## config.mk

```make
export PLATFORM = sky130hd
export DESIGN_NAME = filtro_sensores
export DESIGN_NICKNAME = d
export VERILOG_FILES = /design/src/rtl/sensores_pkg.sv /design/src/rtl/debounce_par.sv /design/src/rtl/filtro_sensores.sv
export SDC_FILE = /design/constraint.sdc
export NUM_CORES = 1
export LEC_CHECK = 0
export ABC_AREA = 0
export ABC_CLOCK_PERIOD_IN_PS = 1900
export CORE_UTILIZATION = 40
export CTS_BUF_LIST = sky130_fd_sc_hd__clkbuf_4 sky130_fd_sc_hd__clkbuf_8
export DETAILED_ROUTE_END_ITERATION = 10
export MAX_ROUTING_LAYER = met4
export PLACE_DENSITY = 0.6
export SETUP_SLACK_MARGIN = 0.15
export SYNTH_ARGS = -nofsm -noshare
export SYNTH_HDL_FRONTEND = slang
export SYNTH_SLANG_ARGS = --single-unit
```

## constraint.sdc

```tcl
create_clock -name clk -period 1.9 [get_ports clk]
set_input_delay 0.19 -clock clk [delete_from_list [all_inputs] [get_ports clk]]
set_output_delay 0.19 -clock clk [all_outputs]
set_load 0.02 [all_outputs]
```

## src/rtl/sensores_pkg.sv

```systemverilog
// Shared sensor-pair encodings, FSM states and pair-validation helpers.
// Pump controllers reuse the same encodings.
package sensores_pkg;

    localparam logic [1:0] VAZIO      = 2'b00;
    localparam logic [1:0] PARCIAL    = 2'b01;
    localparam logic [1:0] CHEIO      = 2'b11;
    localparam logic [1:0] IMPOSSIVEL = 2'b10;

    localparam int N_DEBOUNCE_DEF = 4;
    localparam int W_FALHAS_DEF   = 8;

    typedef enum logic [1:0] {
        INICIAL = 2'd0,
        NORMAL  = 2'd1,
        FALHA   = 2'd2
    } estado_t;

    // Both bits changing at once (00<->11) cannot happen with a real level.
    function automatic logic salto_ilegal(
        input logic [1:0] a,
        input logic [1:0] b
    );
        return (a ^ b) == 2'b11;
    endfunction

    // Pair is acceptable as a new output given the last valid pair.
    function automatic logic par_aceito(
        input logic [1:0] ultimo,
        input logic [1:0] novo
    );
        return (novo != IMPOSSIVEL) && !salto_ilegal(ultimo, novo);
    endfunction

endpackage

```

## src/rtl/debounce_par.sv

```systemverilog
// Two-flop synchroniser plus pair debouncer for the s1/s2 level sensors.
// Ports: clk, rst_n, i_s1_raw, i_s2_raw, i_inicial (FSM in INICIAL),
//        o_committed (last accepted pair), o_cand (pair being accepted),
//        o_commit (one-cycle pulse, o_cand is loaded on this edge).
module debounce_par
    import sensores_pkg::*;
#(
    parameter int N_DEBOUNCE = N_DEBOUNCE_DEF
) (
    input  logic       clk,
    input  logic       rst_n,
    input  logic       i_s1_raw,
    input  logic       i_s2_raw,
    input  logic       i_inicial,
    output logic [1:0] o_committed,
    output logic [1:0] o_cand,
    output logic       o_commit
);

    localparam logic [3:0] CNT_FIM = 4'(N_DEBOUNCE - 1);

    logic       r_s1_meta;
    logic       r_s1_sync;
    logic       r_s2_meta;
    logic       r_s2_sync;
    logic [1:0] r_cand;
    logic [3:0] r_cnt;
    logic [1:0] r_committed;

    logic [1:0] w_sync;
    logic       w_commit_ok;
    logic       w_commit;

    assign w_sync = {r_s2_sync, r_s1_sync};

    // In INICIAL the first stable pair must commit even if it equals
    // the reset value of committed.
    assign w_commit_ok = (r_cand != r_committed) || i_inicial;

    assign w_commit = (w_sync == r_cand) && w_commit_ok
                      && (r_cnt == CNT_FIM);

    always_ff @(posedge clk or negedge rst_n) begin
        if (!rst_n) begin
            r_s1_meta   <= 1'b0;
            r_s1_sync   <= 1'b0;
            r_s2_meta   <= 1'b0;
            r_s2_sync   <= 1'b0;
            r_cand      <= 2'b00;
            r_cnt       <= 4'd0;
            r_committed <= 2'b00;
        end else begin
            r_s1_meta <= i_s1_raw;
            r_s1_sync <= r_s1_meta;
            r_s2_meta <= i_s2_raw;
            r_s2_sync <= r_s2_meta;
            if (w_sync != r_cand) begin
                r_cand <= w_sync;
                r_cnt  <= 4'd0;
            end else if (w_commit) begin
                r_committed <= r_cand;
                r_cnt       <= 4'd0;
            end else if (w_commit_ok) begin
                r_cnt <= r_cnt + 4'd1;
            end else begin
                r_cnt <= 4'd0;
            end
        end
    end

    assign o_committed = r_committed;
    assign o_cand      = r_cand;
    assign o_commit    = w_commit;

endmodule

```

## src/rtl/filtro_sensores.sv

```systemverilog
// Sensor conditioning for one tank: debounced s1/s2, validity, alarm and
// a saturating count of NORMAL->FALHA entries.
// Ports: clk, rst_n (async, active-low), s1_raw, s2_raw, reconhece (ack pulse),
//        s1, s2, valido, alarme, contador_falhas[W_FALHAS-1:0].
// Build option: ALARME_TRAVADO_EN latches the alarm until reconhece.
module filtro_sensores
    import sensores_pkg::*;
#(
    parameter int N_DEBOUNCE = N_DEBOUNCE_DEF,
    parameter int W_FALHAS   = W_FALHAS_DEF
) (
    input  logic                clk,
    input  logic                rst_n,
    input  logic                s1_raw,
    input  logic                s2_raw,
    input  logic                reconhece,
    output logic                s1,
    output logic                s2,
    output logic                valido,
    output logic                alarme,
    output logic [W_FALHAS-1:0] contador_falhas
);

    estado_t             r_estado;
    logic                r_s1;
    logic                r_s2;
    logic                r_valido;
    logic                r_alarme;
    logic [W_FALHAS-1:0] r_cont;

    logic [1:0] w_committed;
    logic [1:0] w_cand;
    logic       w_commit;
    logic [1:0] w_ultimo;
    logic       w_cand_ok;

    debounce_par #(
        .N_DEBOUNCE (N_DEBOUNCE)
    ) u_debounce (
        .clk         (clk),
        .rst_n       (rst_n),
        .i_s1_raw    (s1_raw),
        .i_s2_raw    (s2_raw),
        .i_inicial   (r_estado == INICIAL),
        .o_committed (w_committed),
        .o_cand      (w_cand),
        .o_commit    (w_commit)
    );

    // Jump checks always use the last valid pair, never a faulty one.
    assign w_ultimo  = {r_s2, r_s1};
    assign w_cand_ok = par_aceito(w_ultimo, w_cand);

`ifdef ALARME_TRAVADO_EN
    logic [1:0] w_par_ack;
    logic       w_ack_ok;

    // A commit on the ack edge is evaluated first and wins.
    assign w_par_ack = w_commit ? w_cand : w_committed;
    assign w_ack_ok  = reconhece && par_aceito(w_ultimo, w_par_ack);
`else
    logic w_unused;
    assign w_unused = reconhece ^ (^w_committed);
`endif

    always_ff @(posedge clk or negedge rst_n) begin
        if (!rst_n) begin
            r_estado <= INICIAL;
            r_s1     <= 1'b0;
            r_s2     <= 1'b0;
            r_valido <= 1'b0;
            r_alarme <= 1'b0;
            r_cont   <= '0;
        end else begin
            unique case (r_estado)
                INICIAL: begin
                    if (w_commit) begin
                        if (w_cand == IMPOSSIVEL) begin
                            r_estado <= FALHA;
                            r_alarme <= 1'b1;
                        end else begin
                            r_estado <= NORMAL;
                            r_valido <= 1'b1;
                            r_s1     <= w_cand[0];
                            r_s2     <= w_cand[1];
                        end
                    end
                end
                NORMAL: begin
                    if (w_commit) begin
                        if (!w_cand_ok) begin
                            r_estado <= FALHA;
                            r_valido <= 1'b0;
                            r_alarme <= 1'b1;
                            if (r_cont != '1)
                                r_cont <= r_cont + 1'b1;
                        end else begin
                            r_s1 <= w_cand[0];
                            r_s2 <= w_cand[1];
                        end
                    end
                end
                FALHA: begin
`ifdef ALARME_TRAVADO_EN
                    if (w_ack_ok) begin
                        r_estado <= NORMAL;
                        r_valido <= 1'b1;
                        r_alarme <= 1'b0;
                        r_s1     <= w_par_ack[0];
                        r_s2     <= w_par_ack[1];
                    end
`else
                    if (w_commit && w_cand_ok) begin
                        r_estado <= NORMAL;
                        r_valido <= 1'b1;
                        r_alarme <= 1'b0;
                        r_s1     <= w_cand[0];
                        r_s2     <= w_cand[1];
                    end
`endif
                end
                default: begin
                    r_estado <= INICIAL;
                end
            endcase
        end
    end

    assign s1              = r_s1;
    assign s2              = r_s2;
    assign valido          = r_valido;
    assign alarme          = r_alarme;
    assign contador_falhas = r_cont;

endmodule

```

After elaboration in Yosys (flattened, before gate mapping)
Cells that the tools add are included.
Widths: inputs -> output; s select.
- bits of input ports: 5
- output and inout port bits: 12
- register bits after elaboration: 26
- word-level logic and storage cells: 82
- reductions and logical operators: 14
- bitwise logic cells: 3
- multiplexer cells: 33
- equal/unequal tests: 17
- $add $sub $neg: 2
- operators by type and width (kind ; number):
    $mux 1 ; 20
    $reduce_and 6->1 ; 3
    $ne 2x2->1 const B ; 8
    $mux 4 ; 3
    $pmux 1 s3 ; 4
    $mux 2 ; 5
    $add 8x1->8 const B ; 1
    $ne 8x8->1 const B ; 1
    $reduce_and 4->1 ; 2
    $eq 2x2->1 const B ; 3
    $pmux 2 s3 ; 1
    $add 4x1->4 const B ; 1
    $eq 4x2->1 const B ; 1
    $logic_and 1x1->1 ; 4
    $ne 2x2->1 ; 2
    $reduce_bool 3->1 ; 1
    $eq 2x1->1 const B ; 1
    $eq 2x2->1 ; 1
    $logic_not 2->1 ; 1
    $not 1->1 ; 2
    $reduce_and 2->1 ; 1
    $xor 2x2->2 ; 1
    $logic_not 1->1 ; 1
    $logic_or 1x1->1 ; 1

Longest topological paths before layout
Gate-level depths: netlist of the first run.
- depth after elaboration: 7
- gate-level depth with buffers: 7
- depth with buffers taken out: 5

Cells and area by module
Synthesis of the first run repeated with hierarchy kept, for this count alone.
- cells, all modules: 116
- area, all modules: 1326.3 µm²
- modules (own cells, without submodules) (module ; seq. area each (µm²) ; area each (µm²) ; times used ; cells an instance):
    filtro_sensores ; 350.3 ; 852.1 ; 1 ; 82
    debounce_par ; 300.3 ; 474.2 ; 1 ; 34

Worst setup path after synthesis of the first run
No wires, ideal clock.
- kind: register to register
- start point: reg r_estado[0]
- end point: reg r_s1, in the netlist s1
- required time: 1.782 ns
- clock period less this slack: 1.776 ns
- arrival time: 1.658 ns
- stages on the path, launching flop included: 7
- setup slack: 0.124 ns
- setup time: 0.118 ns
- cells stage by stage: dfrtp_1 or2_1 a311oi_4 and2_1 buf_4 nand4_1 a21o_1
- longest elaborated chain between the ends: 7
- ends and longest elaborated chain (what ; line ; source):
    from (decl) ; filtro_sensores.sv:24 ; estado_t r_estado;
    from (signal assigned) ; filtro_sensores.sv:68 ; r_estado <= INICIAL;
    from (signal assigned) ; filtro_sensores.sv:79 ; r_estado <= FALHA;
    from (signal assigned) ; filtro_sensores.sv:82 ; r_estado <= NORMAL;
    $logic_not 2->1 ; filtro_sensores.sv:44, filtro_sensores.sv:75 ;
    $logic_or 1x1->1 ; debounce_par.sv:38 ; assign w_commit_ok = (r_cand != r_committed) || i_inicial;
    $logic_and 1x1->1 ; debounce_par.sv:40 ; assign w_commit = (w_sync == r_cand) && w_commit_ok
    $logic_and 1x1->1 ; debounce_par.sv:41 ; && (r_cnt == CNT_FIM);
    $logic_and 1x1->1 ; filtro_sensores.sv:113 ; if (w_commit && w_cand_ok) begin
    $ne 2x2->1 (no source line) ; -- ;
    $reduce_and 6->1 (no source line) ; -- ;
    to (signal assigned) ; filtro_sensores.sv:84 ; r_s1 <= w_cand[0];
    to (signal assigned) ; filtro_sensores.sv:98 ; r_s1 <= w_cand[0];
    to (signal assigned) ; filtro_sensores.sv:117 ; r_s1 <= w_cand[0];
    to (decl) ; filtro_sensores.sv:25 ; logic r_s1;
Parallel ways exist; a longest one is shown, timed or not.
A chain may end at the register's enable or synchronous reset.

Worst setup path in the final report of the first run
- start point: reg r_estado[1]
- end point: reg r_estado[1]
- longest elaborated chain between the ends: 7
- ends and longest elaborated chain (what ; line):
    $logic_not 2->1 ; filtro_sensores.sv:44, filtro_sensores.sv:75
    $logic_or 1x1->1 ; debounce_par.sv:38
    $logic_and 1x1->1 ; debounce_par.sv:40
    $logic_and 1x1->1 ; debounce_par.sv:41
    $logic_and 1x1->1 ; filtro_sensores.sv:113
    $ne 2x2->1 (no source line) ; --
    $reduce_and 4->1 (no source line) ; --
Parallel ways exist; a longest one is shown, timed or not.

==> flow_metrics.py, run 1 <==
metrics = {
    "global_route": {
        "grt_pass1_wl_mm": 3.77,
        "global_route.overflow_total": 0,
        "number_of_antenna_violations_at_the_first_check_in_global_routing": 0,
        "grtUsageTotal": 0.152,
        "first_global_vias": 850,
        "maximum_number_of_pins_on_one_net_before_global_route_repair": 27,
    },
    "clock_network": {
        "cts_sinks": 26,
        "inserted_clock_buffers": 3,
        "clk_root_buffer_cell": "clkbuf_4",
        "tritoncts": "built",
        "clk_latency_ns": 0.33,
        "clkSlewWorstSetupHoldPaths_ns": 0.14,
        "ctsHoldBuffers": 0,
        "clock_tree.htree_level_count": 1,
        "ctsLongestPathBuffers": 2,
    },
    "final_layout": {
        "finalCoreUtilization": 0.577,
        "drive_gt1_frac": 0.272,
        "fin_area_um2": 1650,
        "diodes": 0,
        "stdcell_count": 178,
        "nets": 155,
        "nFillCells": 234,
        "layout_overhead_on_the_synthesized_area_pct": 31.8,
    },
    "placed_design": {
        "gp_routability_congestion": 0.826,
        "io_buffers": 15,
        "post_dp_cell_area_um2": 1490,
        "dpl.cell_count": 164,
        "detailed_place_hpwl_mm": 1.62,
    },
    "sta": {
        "min_period_ns": 1.77,
        "timing.fmax_mhz": 566,
        "final.setup.tns_ns": 0,
        "rsz0062_at_grt": "true",
        "finClkSkew_ns": 0.0166,
        "final_min_period_over_clock_period": 0.931,
        "setup_violations": 0,
        "pin_slew_with_the_least_headroom_to_its_limit_ns": 0.382,
        "slew_viol_final": 0,
        "slew_headroom": 0.745,
        "number_of_endpoints_with_negative_hold_slack_in_the_final_report": 0,
    },
    "yosys": {
        "ys_seq_area_frac": 0.521,
        "dominantRegCellSynth": "dfrtp_1",
        "synthTopCellsByArea": "dfrtp_1, xnor2_1, xor2_1",
        "synth.top_cells.by_count": "dfrtp_1, nand2_1, nor2_1, xnor2_1, xor2_1",
        "synth_seq_cells": 26,
        "syn_inst": 113,
        "synth_enable_flop_cells": 0,
        "yosysWarningCount": 0,
        "synthesis.area_um2": 1250,
        "yosysUniqueCellTypes": 43,
        "postSynthNetCount": 120,
        "synthDominantAreaCellType": "dfrtp_1",
        "netlist.area_leader.share": 0.521,
        "asyncSetResetFlopFracSynth": 1.00,
        "synthesis.area_per_instance_um2": 11.1,
        "most_repeated_cell_in_the_gate_level_netlist_after_synthesis": "dfrtp_1",
    },
    "critical_path": {
        "crit_arrival_ns": 2.00,
        "cp-startpoint": "r_estado[1]$_DFFE_PN0P_",
        "setup.reg_to_reg.worst_slack_ns": 0.13,
        "worst-setup-path-type": "flip-flop to flip-flop",
        "rr_endpoint": "r_estado[1]$_DFFE_PN0P_",
        "worstSetupEndpointType": "flip-flop",
        "reg2reg_depth": 5,
        "path_cells": "or2_4, a311oi_4, nand2_2, o21ai_0, o211ai_1",
        "cpMaxStageDelayCell": "dfrtp_1",
        "cp-start-kind": "flip-flop",
        "worst_r2r_startpoint": "r_estado[1]$_DFFE_PN0P_",
        "crit_required_ns": 2.13,
        "crit_path_max_incr_delay_ns": 0.42,
        "worst-path-max-fanout": 6,
        "worst_setup_path_endpoint": "r_estado[1]$_DFFE_PN0P_",
    },
    "detailed_routing": {
        "routedWlPerCell_um": 13.7,
        "drc": 0,
        "vias": 953,
        "totalWireLength_mm": 2.45,
        "detailedRoute.firstPassIterationCount": 4,
        "ant_nets": 0,
        "vias_per_cell": 5.35,
        "drt-initial-drc-count": 22,
    },
    "power": {
        "power_leakage_uw": 0.000771,
        "power.ir.vdd_worst_mv": 0.508,
        "power.total_uw": 1140,
        "power_density_nw_per_um2": 690,
    },
    "floorplan": {
        "die_w_um": 57.9,
        "die_height_um": 57.9,
        "rows": 19,
        "core_um2": 2850,
        "fp.dieArea_um2": 3350,
        "ioPinCount": 17,
        "initial_utilization": 0.438,
    },
    "min_path": {
        "hold_class": "primary input to async pin",
    },
    "job": {
        "max_cap_violations": 0,
    },
    "run_status": {
        "run_status": "finished clean",
    },
}
## worst min path at each step
| stage | from | end | slack (ns) | depth (start not counted) |
|---|---|---|---|---|
| after floorplan | rst_n | alarme$_DFFE_PN0P_ | -0.11 | 0 |
| after global placement | u_debounce.r_s1_meta$_DFF_PN0_ | u_debounce.r_s1_sync$_DFF_PN0_ | 0.34 | 0 |
| after detailed placement | u_debounce.r_s2_meta$_DFF_PN0_ | u_debounce.r_s2_sync$_DFF_PN0_ | 0.34 | 0 |
| after CTS | rst_n | u_debounce.r_cnt[2]$_DFF_PN0_ | 0.21 | 2 |
| after global routing | rst_n | u_debounce.r_cnt[3]$_DFF_PN0_ | 0.23 | 2 |
| final | rst_n | contador_falhas[5]$_DFFE_PN0P_ | 0.20 | 2 |
## flip-flops by register name, summed over array words and instances, names as in the netlist
name,count
valido,1
u_debounce.o_cand,2
s1,1
u_debounce.r_cnt,4
u_debounce.r_s1_meta,1
u_debounce.r_s2_sync,1
contador_falhas,8
alarme,1
u_debounce.o_committed,2
u_debounce.r_s2_meta,1
u_debounce.r_s1_sync,1
r_estado,2
s2,1
## repair_timing
item                       in CTS  in global routing
resized for setup               7                  5
setup endpoints to repair      12                 10
setup buffers                   4                  6
pin swaps                       4                 11
## metal layers
metal,vias up,part of all wire,global-route usage
met1,457,0.49,0.194
met3,7,0.031,0.0469
met5,-,0,-
li1,471,-,-
met4,0,0.015,0.0408
met2,18,0.46,0.236
## worst max-delay path: cells and delay by family, from the launching register on
| family | cells | cell delay, ns |
|---|---|---|
| compound gates | 3 | 0.77 |
| flops | 1 | 0.42 |
| simple gates | 2 | 0.47 |
## cell families after synthesis
group,synth area share
XOR/XNOR,0.0842
AO/OA/AOI/OAI,0.139
multiplexers,0.0170
adder cells (fa/ha/maj),0.0200
buffers and inverters,0.0220
AND/OR/NAND/NOR,0.196
flip-flops,0.521
## area by class of cell
class	instances	area, um^2	area share
clock buffer	4	36.3	0.0221
timing repair buffer	34	297	0.180
inverter	2	7.51	0.00456
tap	31	38.8	0.0236
sequential	26	653	0.397
multi-input combinational	81	613	0.373
## per-stage QoR
| step | hold WS, ns | setup slack [ns] |
|---|---|---|
| finish | 0.200 | 0.132 |
| global route | 0.233 | 0.0641 |
| CTS | 0.212 | 0.145 |
| detailed placement | 0.340 | 0.108 |
| global placement | 0.336 | 0.132 |
| floorplan | -0.106 | 0.141 |
## cell usage in the layout, fill, tap and decap left out, types with 3 or more instances in the layout
master and n:
nand2_1 10, xnor2_1 6, nand3_1 4, buf_4 18, clkdlybuf4s50_1 15, a21oi_1 3
nor2_1 6, o21ai_0 4, nand4_1 5, xor2_1 5, clkbuf_4 3, dfrtp_1 24
## power breakdown
part | total, uW | switching, uW | internal [uW] | leakage, uW
registers | 615 | 28.7 | 586 | 0.000345
clock network | 281 | 164 | 117 | 0.0000210
logic | 240 | 123 | 117 | 0.000405
total | 1140 | 315 | 821 | 0.000771
Note: power is estimated with default switching activity, not from simulation.
==> run 2: changes to the inputs <==
- ABC_CLOCK_PERIOD_IN_PS: 1900 -> 2100
- PLACE_DENSITY: 0.6 -> 0.57
- REMOVE_ABC_BUFFERS: not set -> 1
- clock period: 1.9 -> 2.1 ns (I/O delays scaled with it)
==> run 2 against run 1 <==
  * Count of clock-buffer cells in the layout is the same
  * Critical path depth is the same
  * Routed wire length shrank 4.5%
  * Sequential power shrank 9.6%
  * Maximum frequency shrank 5.1%
  * Worst setup slack gained 0.10 ns
  * Via count shrank 3.3%
==> flow_metrics.py, run 2 (same netlist as run 1, synthesis figures left out) <==
metrics = {
    "floorplan": {
        "die_w_um": 57.9,
        "fp.dieArea_um2": 3350,
        "ioPinCount": 17,
        "rows": 19,
        "die_height_um": 57.9,
        "core_um2": 2850,
        "initial_utilization": 0.438,
    },
    "placed_design": {
        "io_buffers": 15,
        "detailed_place_hpwl_mm": 1.73,
        "gp_routability_congestion": 0.783,
        "post_placement_setup_slack_ns": 0.274,
    },
    "critical_path": {
        "crit_path_max_incr_delay_ns": 0.42,
        "cp-startpoint": "r_estado[0]$_DFFE_PN0P_",
        "path_cells": "or2_1, a311oi_4, nand4_2, nor3_2, xor2_1",
        "reg2reg_depth": 5,
        "cpMaxStageDelayCell": "a311oi_4",
        "worst-path-max-fanout": 5,
        "worst_r2r_startpoint": "r_estado[0]$_DFFE_PN0P_",
        "worstSetupEndpointType": "flip-flop",
        "worst-setup-path-type": "flip-flop to flip-flop",
        "cp-start-kind": "flip-flop",
        "crit_required_ns": 2.33,
        "crit_arrival_ns": 2.10,
    },
    "sta": {
        "slew_headroom": 0.768,
        "number_of_endpoints_with_negative_hold_slack_in_the_final_report": 0,
        "final_min_period_over_clock_period": 0.887,
        "rsz0062_at_grt": "true",
        "min_period_ns": 1.86,
        "final.setup.tns_ns": 0,
        "final_critical_path_setup_slack_ns": 0.236,
        "finClkSkew_ns": 0.00977,
        "pin_slew_with_the_least_headroom_to_its_limit_ns": 0.347,
        "setup_violations": 0,
        "slew_viol_final": 0,
        "timing.fmax_mhz": 537,
    },
    "detailed_routing": {
        "detailedRoute.firstPassIterationCount": 4,
        "vias": 922,
        "drt-initial-drc-count": 28,
        "vias_per_cell": 5.39,
        "drc": 0,
        "ant_nets": 0,
        "totalWireLength_mm": 2.34,
        "routedWlPerCell_um": 13.7,
    },
    "clock_network": {
        "clkSlewWorstSetupHoldPaths_ns": 0.13,
        "clk_root_buffer_cell": "clkbuf_4",
        "cts_sinks": 26,
        "ctsLongestPathBuffers": 2,
        "clock_tree.htree_level_count": 1,
        "clk_latency_ns": 0.31,
        "ctsResizeCount": 0,
        "tritoncts": "built",
        "inserted_clock_buffers": 3,
    },
    "power": {
        "power_density_nw_per_um2": 633,
        "power.ir.vdd_worst_mv": 0.572,
        "power.total_uw": 978,
        "power_leakage_uw": 0.000719,
    },
    "final_layout": {
        "finalCoreUtilization": 0.541,
        "drive_gt1_frac": 0.179,
        "diodes": 0,
        "largest_reg_flops": 8,
        "nets": 148,
        "layout_overhead_on_the_synthesized_area_pct": 23.6,
        "multi_input_area_um2": 571,
        "mostFrequentLayoutCells": "dfrtp_1, clkdlybuf4s50_1, nand2_1, buf_4",
        "final_common_cell": "dfrtp_1",
        "nFillCells": 254,
        "sequential_cell_area_um2": 651,
    },
    "global_route": {
        "first_global_vias": 933,
        "global_route.overflow_total": 0,
        "number_of_antenna_violations_at_the_first_check_in_global_routing": 0,
        "grt_pass1_wl_mm": 4.08,
        "grtUsageTotal": 0.163,
        "maximum_number_of_pins_on_one_net_before_global_route_repair": 27,
    },
    "run_status": {
        "run_status": "finished clean",
    },
    "job": {
        "max_cap_violations": 0,
    },
    "min_path": {
        "hold_class": "primary input to async pin",
    },
}
-- run 2: cell types whose count changed in the layout (fill, tap and decap cells not counted), moves of 2 or more --
| cell | change |
|---|---|
| nand2_1 | +2 |
| dfrtp_1 | +2 |
| buf_4 | -6 |
| nand2_2 | -2 |
| dfrtp_2 | -2 |
-- run 2: worst max-delay path, delay by kind of cell, from the launching register on --
family          cells  cell delay [ns]
simple gates        3             0.80
compound gates      1             0.42
flops               1             0.40
xor+xnor            1             0.17
-- run 2: final cells by class --
type                       count  share of cell area
clock buffer                   4              0.0235
inverter                       2             0.00486
multi-input combinational     81               0.370
sequential                    26               0.421
tap                           31              0.0251
timing repair buffer          27               0.156
-- run 2: path summary, 6_finish.rpt --
| kind | end | slack, ns |
|---|---|---|
| max | contador_falhas[6]$_DFFE_PN0P_ | 0.24 |
| min | u_debounce.r_cnt[2]$_DFF_PN0_ | 0.24 |
| max reg2reg | contador_falhas[6]$_DFFE_PN0P_ | 0.24 |
| min reg2reg | u_debounce.r_s1_sync$_DFF_PN0_ | 0.36 |
| max in group asynchronous | u_debounce.o_cand[0]$_DFFE_PN0N_ | 1.61 |
| min in group clk | u_debounce.r_s1_meta$_DFF_PN0_ | 0.33 |
-- run 2: metrics by stage --
| step | hold WS (ns) | cells | cell area [um^2] |
|---|---|---|---|
| 6_report | 0.240 | 171 | 1540 |
| 5_1_grt | 0.262 | 171 | 1540 |
| 4_1_cts | 0.245 | 168 | 1520 |
| 3_5_place_dp | 0.337 | 164 | 1490 |
| 3_3_place_gp | 0.333 | 164 | 1490 |
| 2_1_floorplan | -0.0856 | 109 | 1230 |
-- run 2: where the power goes --
group          internal, uW  switching, uW
clock                   106            133
sequential              530           26.3
combinational          86.6           97.0
total                   722            256
-- run 2: timing repair --
action / CTS / global route
hold buffers: 0 / 0
buffers inserted: 0 / 3
setup endpoints to repair: 0 / 6
-- run 2: metal layers --
| layer | GRT usage | wire (um) | up-vias |
|---|---|---|---|
| met1 | 0.206 | 1070 | 446 |
| met5 | - | 0 | - |
| met3 | 0.0469 | 83 | 2 |
| li1 | - | - | 459 |
| met2 | 0.269 | 1170 | 15 |
| met4 | 0.0204 | 19 | 0 |
==> run 3: changes to the inputs <==
- CTS_CLUSTER_DIAMETER: not set -> 200
- SLEW_MARGIN: not set -> 20
- SYNTH_HIERARCHICAL: not set -> 1
==> run 3 against run 2 <==
  * Critical path depth is 3 higher
  * Worst hold slack worse by 0.00077 ns
  * Count of clock-buffer cells in the layout stayed put
==> flow_metrics.py, run 3 <==
metrics = {
    "sta": {
        "pin_slew_with_the_least_headroom_to_its_limit_ns": 0.496,
        "slew_viol_final": 0,
        "number_of_endpoints_with_negative_hold_slack_in_the_final_report": 0,
        "slew_headroom": 0.669,
        "rsz0062_at_grt": "true",
        "min_period_ns": 1.96,
        "timing.fmax_mhz": 510,
        "finClkSkew_ns": 0.00255,
        "final_critical_path_setup_slack_ns": 0.139,
        "final_min_period_over_clock_period": 0.934,
        "setup_violations": 0,
    },
    "yosys": {
        "yosysWarningCount": 6,
        "netlist.area_leader.share": 0.491,
        "synth.top_cells.by_count": "dfrtp_1, xor2_1, nand2_1, nor2_1, o21ai_0",
        "synth_seq_cells": 26,
        "syn_inst": 116,
        "ys_seq_area_frac": 0.491,
        "synthTopCellsByArea": "dfrtp_1, xor2_1, o21ai_0",
        "most_repeated_cell_in_the_gate_level_netlist_after_synthesis": "dfrtp_1",
        "yosysUniqueCellTypes": 41,
        "asyncSetResetFlopFracSynth": 1.00,
        "dominantRegCellSynth": "dfrtp_1",
        "synthDominantAreaCellType": "dfrtp_1",
        "synth_enable_flop_cells": 0,
        "synthesis.area_um2": 1330,
        "synthesis.area_per_instance_um2": 11.4,
    },
    "power": {
        "power_leakage_uw": 0.000728,
        "power.internal_uw": 719,
        "power_frac_clock": 0.256,
        "p_switching_uw": 267,
        "power.ir.vdd_worst_mv": 0.415,
        "power.total_uw": 985,
        "switching_share": 0.271,
        "power_density_nw_per_um2": 587,
        "share_seq_of_total_power": 0.560,
        "share_comb_of_total_power": 0.184,
    },
    "final_layout": {
        "nets": 153,
        "sequential_cell_area_um2": 651,
        "diodes": 0,
        "fin_area_um2": 1680,
        "final_common_cell": "dfrtp_1",
        "multi_input_area_um2": 652,
        "mostFrequentLayoutCells": "dfrtp_1, clkdlybuf4s50_1, buf_4, xor2_1",
        "drive_gt1_frac": 0.248,
        "layout_overhead_on_the_synthesized_area_pct": 26.6,
        "largest_reg_flops": 8,
        "finalCoreUtilization": 0.541,
        "nFillCells": 312,
    },
    "global_route": {
        "number_of_antenna_violations_at_the_first_check_in_global_routing": 0,
        "grtUsageTotal": 0.163,
        "maximum_number_of_pins_on_one_net_before_global_route_repair": 27,
        "first_global_vias": 942,
        "global_route.overflow_total": 0,
        "grt_pass1_wl_mm": 4.21,
    },
    "floorplan": {
        "core_um2": 3100,
        "die_height_um": 59.6,
        "die_w_um": 59.6,
        "initial_utilization": 0.427,
        "fp.dieArea_um2": 3550,
        "rows": 20,
        "ioPinCount": 17,
    },
    "critical_path": {
        "worst-setup-path-type": "flip-flop to flip-flop",
        "reg2reg_depth": 8,
        "crit_arrival_ns": 2.18,
        "rr_endpoint": "contador_falhas[1]$_DFFE_PN0P_",
        "worstSetupEndpointType": "flip-flop",
        "cp-start-kind": "flip-flop",
        "setup.reg_to_reg.worst_slack_ns": 0.14,
        "worst-path-max-fanout": 7,
        "cp-startpoint": "u_debounce/r_cnt[1]$_DFF_PN0_",
        "worst_r2r_startpoint": "u_debounce/r_cnt[1]$_DFF_PN0_",
        "crit_required_ns": 2.32,
    },
    "detailed_routing": {
        "routedWlPerCell_um": 12.8,
        "detailedRoute.firstPassIterationCount": 4,
        "totalWireLength_mm": 2.43,
        "drt-initial-drc-count": 28,
        "vias_per_cell": 5.03,
        "ant_nets": 0,
        "drc": 0,
        "vias": 951,
    },
    "run_status": {
        "run_status": "finished clean",
    },
    "clock_network": {
        "clk_root_buffer_cell": "clkbuf_4",
        "clk_latency_ns": 0.31,
        "inserted_clock_buffers": 3,
        "ctsLongestPathBuffers": 2,
        "clkSlewWorstSetupHoldPaths_ns": 0.14,
        "clock_tree.htree_level_count": 1,
        "cts_sinks": 26,
        "tritoncts": "built",
    },
    "min_path": {
        "hold_class": "primary input to async pin",
    },
    "placed_design": {
        "gp_routability_congestion": 0.751,
        "io_buffers": 15,
        "post_placement_setup_slack_ns": -0.0272,
        "detailed_place_hpwl_mm": 1.71,
        "post_dp_cell_area_um2": 1570,
    },
    "job": {
        "max_cap_violations": 0,
    },
}
run 3: cell count changes after synthesis, moves of 3 or more:
cell | before | now
nor3_1 | 0 | 4
xnor2_1 | 6 | 2
nand2_1 | 12 | 7
mux2_1 | 0 | 3
xor2_1 | 6 | 10
nand4_1 | 5 | 2
run 3: how the worst max path moves through the flow:
stage,endpoint
2_1_floorplan,contador_falhas[1]$_DFFE_PN0P_
3_3_place_gp,contador_falhas[1]$_DFFE_PN0P_
3_5_place_dp,contador_falhas[1]$_DFFE_PN0P_
4_1_cts,contador_falhas[1]$_DFFE_PN0P_
5_1_grt,contador_falhas[1]$_DFFE_PN0P_
6_report,contador_falhas[1]$_DFFE_PN0P_
run 3: what timing repair did:
item / 4_1_cts / 5_1_grt
endpoints found under the setup margin: 7 / 9
resized for setup: 5 / 2
hold buffers: 0 / 0
setup buffers: 4 / 2
pin swaps: 5 / 6
run 3: kinds of logic after synthesis:
group	count (synthesis)	synth area share
and+or+nand+nor	37	0.179
AOI/OAI and AO/OA	27	0.173
buffers and inverters	9	0.0340
adders and majority gates	2	0.0189
DFF	26	0.491
xor gates and xnor gates	12	0.0792
muxes	3	0.0255
run 3: layout make-up:
type	count	area share
multi-input cells	81	0.388
repair buffers	31	0.163
flip-flops and latches	26	0.387
well taps	44	0.0328
clock buffers	4	0.0216
inverters	3	0.00671
run 3: power by group through the flow:
| stage | sequential [uW] | combinational [uW] | clock, uW |
|---|---|---|---|
| 2_1_floorplan | 577 | 72.3 | 0 |
| 3_3_place_gp | 561 | 177 | 0 |
| 3_5_place_dp | 562 | 177 | 0 |
| 4_1_cts | 552 | 181 | 265 |
| 5_1_grt | 556 | 201 | 283 |
| 6_report | 552 | 181 | 252 |
run 3: stage by stage:
step | hold WS, ns | TNS (ns) | cells
after floorplan | -0.0856 | -0.561 | 110
after global placement | 0.334 | 0 | 179
after detailed placement | 0.339 | -0.0272 | 179
after CTS | 0.237 | 0 | 187
after global routing | 0.256 | 0 | 189
final | 0.239 | 0 | 189
run 3: critical path, cell delays in order, from the launching register on:
cell and delay (ns):
dfrtp_1 0.38, ha_2 0.19, nor3b_4 0.21, nand3_2 0.11
nor2_2 0.11, and3b_2 0.22, o221ai_4 0.17, nor2_2 0.17
mux2_4 0.31
run 3: routing by layer:
| layer | up-vias | routed length [um] | part of all wire | track usage |
|---|---|---|---|---|
| met2 | 14 | 1110 | 0.46 | 0.241 |
| met5 | - | 0 | 0 | - |
| met3 | 2 | 66 | 0.027 | 0.0328 |
| met4 | 0 | 15 | 0.0062 | 0.0565 |
| li1 | 477 | - | - | - |
| met1 | 458 | 1230 | 0.51 | 0.223 |
